**config.mk**
```make
export PLATFORM = sky130hd
export DESIGN_NAME = pmp_scan_ctrl
export DESIGN_NICKNAME = d
export VERILOG_FILES = /design/src/rtl/pmp_scan_ctrl.sv
export SDC_FILE = /design/constraint.sdc
export NUM_CORES = 1
export LEC_CHECK = 0
export BUFFER_PORTS_ARGS = -buffer_cell sky130_fd_sc_hd__buf_4
export CORE_AREA = 2 2 272 274
export DETAILED_ROUTE_END_ITERATION = 12
export DIE_AREA = 0 0 274 276
export GPL_TIMING_DRIVEN = 0
export PLACE_DENSITY_LB_ADDON = 0.2
export SLEW_MARGIN = 25
export SYNTH_ARGS = -nofsm -noshare
export SYNTH_HDL_FRONTEND = slang
export SYNTH_SLANG_ARGS = --single-unit
```
**constraint.sdc**
```tcl
create_clock -name clk -period 19.1 [get_ports clk]
set_clock_uncertainty 0.2 [all_clocks]
set_input_delay 2.865 -clock clk [delete_from_list [all_inputs] [get_ports clk]]
set_output_delay 2.865 -clock clk [all_outputs]
set_load 0.01 [all_outputs]
```
**src/rtl/pmp_scan_ctrl.sv**
```systemverilog
// Sequential PMP checker: one address comparator walks entries 0..N-1, one entry per cycle.
// pmpaddr is a byte address: TOR covers [pmpaddr[i-1], pmpaddr[i]); NA4 covers the aligned word;
// NAPOT covers 2^(k+1) bytes, where k is the number of trailing ones. The whole access must fit.
module pmp_scan_ctrl #(
    parameter int unsigned PMP_ENTRIES = 16,
    localparam int unsigned IDX_W = $clog2(PMP_ENTRIES)
) (
    input  logic                      clk,
    input  logic                      rst_n,
    input  logic                      req_valid,
    output logic                      req_ready,
    input  logic [31:0]               req_addr,
    input  logic [1:0]                req_size,
    input  logic [1:0]                req_type,
    input  logic                      req_mmode,
    input  logic [8*PMP_ENTRIES-1:0]  pmpcfg_i,
    input  logic [32*PMP_ENTRIES-1:0] pmpaddr_i,
    output logic                      busy,
    output logic                      resp_valid,
    input  logic                      resp_ready,
    output logic                      resp_allow,
    output logic                      resp_matched,
    output logic [IDX_W-1:0]          resp_idx
);
    localparam int unsigned LAST_IDX = PMP_ENTRIES - 1;

    typedef enum logic [1:0] {
        IDLE = 2'd0,
        SCAN = 2'd1,
        RESP = 2'd2
    } state_e;

    state_e           state_q, state_d;
    logic [31:0]      addr_q, addr_d;
    logic [1:0]       size_q, size_d;
    logic [1:0]       type_q, type_d;
    logic             mmode_q, mmode_d;
    logic [IDX_W-1:0] idx_q, idx_d;
    logic [IDX_W-1:0] resp_idx_q, resp_idx_d;
    logic             resp_valid_q, resp_valid_d;
    logic             resp_allow_q, resp_allow_d;
    logic             resp_matched_q, resp_matched_d;
    logic             busy_q, busy_d;
    logic             req_ready_q, req_ready_d;

    logic [IDX_W-1:0] prev_idx;
    logic [31:0]      addr_n;
    logic [31:0]      addr_n_1;
    logic [1:0]       a_n;
    logic [2:0]       rwx_n;
    logic             lock_n;
    logic [32:0]      end_w;
    logic [31:0]      napot_mask;
    logic             hit_c;
    logic             perm_c;

    // Shared address checker for the entry currently selected by idx_q
    always_comb begin
        prev_idx   = idx_q - IDX_W'(1);
        addr_n     = pmpaddr_i[32*int'(idx_q) +: 32];
        addr_n_1   = (idx_q == '0) ? 32'h0 : pmpaddr_i[32*int'(prev_idx) +: 32];
        a_n        = pmpcfg_i[8*int'(idx_q)+3 +: 2];
        rwx_n      = pmpcfg_i[8*int'(idx_q) +: 3];
        lock_n     = pmpcfg_i[8*int'(idx_q)+7];
        napot_mask = ~(addr_n ^ (addr_n + 32'd1));
        case (size_q)
            2'b01:   end_w = {1'b0, addr_q} + 33'd1;
            2'b11:   end_w = {1'b0, addr_q} + 33'd3;
            default: end_w = {1'b0, addr_q};
        endcase
        case (a_n)
            2'b01:   hit_c = (addr_q >= addr_n_1) && (end_w < {1'b0, addr_n});
            2'b10:   hit_c = (addr_q[31:2] == addr_n[31:2]) &&
                             (end_w[32:2] == {1'b0, addr_n[31:2]});
            2'b11:   hit_c = !end_w[32] &&
                             ((addr_q & napot_mask) == (addr_n & napot_mask)) &&
                             ((end_w[31:0] & napot_mask) == (addr_n & napot_mask));
            default: hit_c = 1'b0;
        endcase
        case (type_q)
            2'b00:   perm_c = rwx_n[0];
            2'b01:   perm_c = rwx_n[1];
            default: perm_c = rwx_n[2];
        endcase
    end

    // Next-state and response logic
    always_comb begin
        state_d        = state_q;
        addr_d         = addr_q;
        size_d         = size_q;
        type_d         = type_q;
        mmode_d        = mmode_q;
        idx_d          = idx_q;
        resp_idx_d     = resp_idx_q;
        resp_allow_d   = resp_allow_q;
        resp_matched_d = resp_matched_q;
        case (state_q)
            IDLE: begin
                if (req_valid) begin
                    addr_d  = req_addr;
                    size_d  = req_size;
                    type_d  = req_type;
                    mmode_d = req_mmode;
                    idx_d   = '0;
                    if (req_size == 2'b10 || req_type == 2'b11) begin
                        state_d        = RESP;
                        resp_allow_d   = 1'b0;
                        resp_matched_d = 1'b0;
                        resp_idx_d     = '0;
                    end else begin
                        state_d = SCAN;
                    end
                end
            end
            SCAN: begin
                if (hit_c) begin
                    state_d        = RESP;
                    resp_matched_d = 1'b1;
                    resp_idx_d     = idx_q;
                    resp_allow_d   = (mmode_q && !lock_n) ? 1'b1 : perm_c;
                end else if (idx_q == IDX_W'(LAST_IDX)) begin
                    state_d        = RESP;
                    resp_matched_d = 1'b0;
                    resp_idx_d     = '0;
                    resp_allow_d   = mmode_q;
                end else begin
                    idx_d = idx_q + IDX_W'(1);
                end
            end
            RESP: begin
                if (resp_ready) begin
                    state_d = IDLE;
                end
            end
            default: state_d = IDLE;
        endcase
        resp_valid_d = (state_d == RESP);
        busy_d       = (state_d != IDLE);
        req_ready_d  = (state_d == IDLE);
    end

    always_ff @(posedge clk or negedge rst_n) begin
        if (!rst_n) begin
            state_q        <= IDLE;
            addr_q         <= '0;
            size_q         <= '0;
            type_q         <= '0;
            mmode_q        <= 1'b0;
            idx_q          <= '0;
            resp_idx_q     <= '0;
            resp_valid_q   <= 1'b0;
            resp_allow_q   <= 1'b0;
            resp_matched_q <= 1'b0;
            busy_q         <= 1'b0;
            req_ready_q    <= 1'b1;
        end else begin
            state_q        <= state_d;
            addr_q         <= addr_d;
            size_q         <= size_d;
            type_q         <= type_d;
            mmode_q        <= mmode_d;
            idx_q          <= idx_d;
            resp_idx_q     <= resp_idx_d;
            resp_valid_q   <= resp_valid_d;
            resp_allow_q   <= resp_allow_d;
            resp_matched_q <= resp_matched_d;
            busy_q         <= busy_d;
            req_ready_q    <= req_ready_d;
        end
    end

    assign req_ready    = req_ready_q;
    assign busy         = busy_q;
    assign resp_valid   = resp_valid_q;
    assign resp_allow   = resp_allow_q;
    assign resp_matched = resp_matched_q;
    assign resp_idx     = resp_idx_q;

endmodule

```
==> qor.yml <==
status: "completed"
use_met2_pct: 50.9
relSlewSlack_pct: 17.8
io_buffers: 657
syn_area_per_cell_sq_um: 10.3
ant_nets: 0
synthTopCellsByArea: "mux4_2, dfrtp_1, ha_1"
cts_root_buffer: "clkbuf_16"
use_met1_pct: 38.7
crit_arrival_ns: 10.12
synth_cell_types: 89
pin_count: 690
cp_max_fo: 10
first_global_vias: 19291
grt_max_degree: 53
p_leak_uw: 0.00942
synth_top_area_share_pct: 35.8
grt_pass1_wl_mm: 160
clock_sinks: 52
top_usage_layer: "met2"
overflow: 0
clock.fmax_mhz: 99.4
synth_nets: 2370
syn_inst: 1588
synthSimpleGateAreaFrac_pct: 13.6
period_needed_ns: 10.06
final_max_slew_viol_count: 0
gp_congestion: 0.983
end_kind: "flop"
synth-compound-area-share_pct: 11.5
synth_top_family_by_area: "multiplexers"
grt_util_all_layers_pct: 30.5
ys.flop_type: "dfrtp_1"
hold_violations: 0
ys_warn_count: 0
nets: 3034
netlist.top_cell.by_area: "mux4_2"
final_cell_mix: "buf_4, mux4_2, nand2_1"
row_count: 99
cap_violations: 0
hold_class: "flop to flop"
seqCellArea_sq_um: 1300
synth_xor_area_share_pct: 5.37
setup_ws_ns: 9.04
cts-htree-levels: 2
startpoint_type: "flop"
layout-area-overhead-vs-synth_pct: 38.9
die-width_um: 274
finalSetupViolations: 0
dieHeight_um: 276
clkTransAtPathRegs_ns: 0.09
cts_made_buffers: 5
multi_input_area_sq_um: 14000
dr.pass1.iters: 5
drtIter0Drc: 1884
wirelength_mm: 119
layout_commonest_cell: "buf_4"
synth_seq_area_share_pct: 8.00
worst_pin_slew_ns: 1.23
start_util_pct: 22.4
postCtsHoldBufs: 0
synthAdderAreaFrac_pct: 7.80
antenna_found_initial: 16
rsz0062_at_grt: "no"
cts_setup_buffers: 0
vdd_ir_drop_max_mv: 0.0989
drc: 0
met3_usage_pct: 4.43
fin_crit_sh_pct: 52.7
cts_tree: "yes"
nFillCells: 7763
netlist_area_sq_um: 16300
dpl.hpwl_mm: 102
ys_ff_latch: 52
dp_slack_ns: 9.24
vias: 18764
muxShareOfSynthArea_pct: 47.8
power_density_nw_per_um2: 202
critPathKind: "flop to flop"
tns_ns: 0
via_per_inst: 5.83
dieArea_sq_um: 75600
drive_above_1_share_pct: 48.4
clock_latency_ns: 0.33
cp.required_ns: 19.16
clockBufferDepth: 2
wl_per_cell_um: 37.0
coreArea_sq_um: 72600
synth_edf_count: 0
async_reset_ff_share_pct: 100
cts_resized: 0
[state kept, by name (all words and copies together), names as in the netlist]
| name | flops |
|---|---|
| busy | 1 |
| req_ready | 1 |
| mmode_q | 1 |
| state_q | 2 |
| idx_q | 4 |
| resp_valid | 1 |
| resp_idx | 4 |
| type_q | 2 |
| addr_q | 32 |
| size_q | 2 |
| resp_allow | 1 |
| resp_matched | 1 |
[power breakdown]
part	internal, uW	leakage (uW)	switching [uW]	total, uW
clock network	50.2	0.0000709	58.9	109
logic	1670	0.00871	2540	4200
registers	162	0.000636	89.0	251
[final timing paths]
check	from	endpoint	slack, ns	cells after the start
worst max-delay path	idx_q[1]	idx_q[3]	9.04	25
max in group asynchronous	rst_n	addr_q[28]	15.73	1
worst min register to register	resp_matched	resp_matched	0.30	2
min in group asynchronous	rst_n	busy	2.41	1
worst max register to register	idx_q[1]	idx_q[3]	9.04	25
worst min-delay path	resp_matched	resp_matched	0.30	2
[synthesized netlist by cell type, drive strengths merged, types with 4 or more instances]
library cell and instances:
mux4 269, nand2 143, ha 100, mux2i 93, inv 82, xnor2 71, clkbuf 67, mux2 66
buf 62, o21ai 59, nor2 55, dfrtp 51, o211ai 37, nand4 36, a21oi 34, nor3 34
nand3 33, xor2 28, a22oi 23, nor4 19, and3 17, nor2b 16, a21o 14, nand2b 12
or2 12, or3 12, o22ai 10, a221oi 9, nand3b 9, o21a 8, or4 8, and2 7
o2111ai 7, a2111oi 6, a211oi 6, and4 6, o21bai 6, o311ai 5, a21boi 4, nor4b 4
[metal layers]
metal / share of wire [%] / up-vias / routed length, um
li1: - / 7715 / -
met1: 40 / 9737 / 47600
met2: 48 / 1108 / 57200
met3: 6.4 / 200 / 7560
met4: 5.6 / 4 / 6610
met5: 0.026 / - / 31
[kinds of logic (layout without fill, tap and decap cells)]
kind of cell | Yosys count | after routing
fa+ha+maj | 101 | 101
flops | 52 | 52
simple gates | 431 | 431
other cells | 0 | 9
compound gates | 264 | 264
buf+inv | 213 | 878
xor+xnor | 99 | 99
mux | 428 | 428
[cell type report]
type / instances / share of cell area (%)
plain buffers: 129 / 2.98
repair buffers: 657 / 21.8
diodes: 9 / 0.0995
clock inverters: 3 / 0.111
inverters: 84 / 1.39
clock buffers: 5 / 0.553
flip-flops and latches: 52 / 5.76
multi-input cells: 1323 / 62.0
well taps: 959 / 5.30
[critical path, stage by stage, from the launching register on]
cell and delay [ns]:
dfrtp_1 0.54, buf_2 0.32, buf_4 0.27, buf_4 0.28, buf_4 0.34, buf_4 0.39
buf_4 0.31, clkbuf_1 0.67, inv_1 0.44, ha_1 0.45, clkbuf_1 0.44, clkbuf_1 0.80
mux4_2 0.41, mux2_2 0.30, o211ai_1 0.51, ha_1 0.35, a21o_1 0.18, a211oi_1 0.26
nor4_1 0.12, o41ai_1 0.50, o211ai_1 0.25, o211a_1 0.20, a41oi_2 0.44, o211ai_2 0.29
or4_1 0.56, nand3_1 0.10
[through the flow]
step | cell area (sq um) | hold WS, ns | util [%] | cells | power, uW
floorplan | 16300 | 0.272 | - | 1588 | 2810
CTS | 22600 | 0.317 | 31.1 | 3212 | 4490
global route | 22600 | 0.356 | 31.2 | 3221 | 4770
detailed placement | 22500 | 0.295 | 30.9 | 3204 | 4370
finish | 22600 | 0.300 | 31.2 | 3221 | 4560
global placement | 22400 | 0.280 | 30.9 | 3204 | 4350
(Power assumes the default switching activity.)
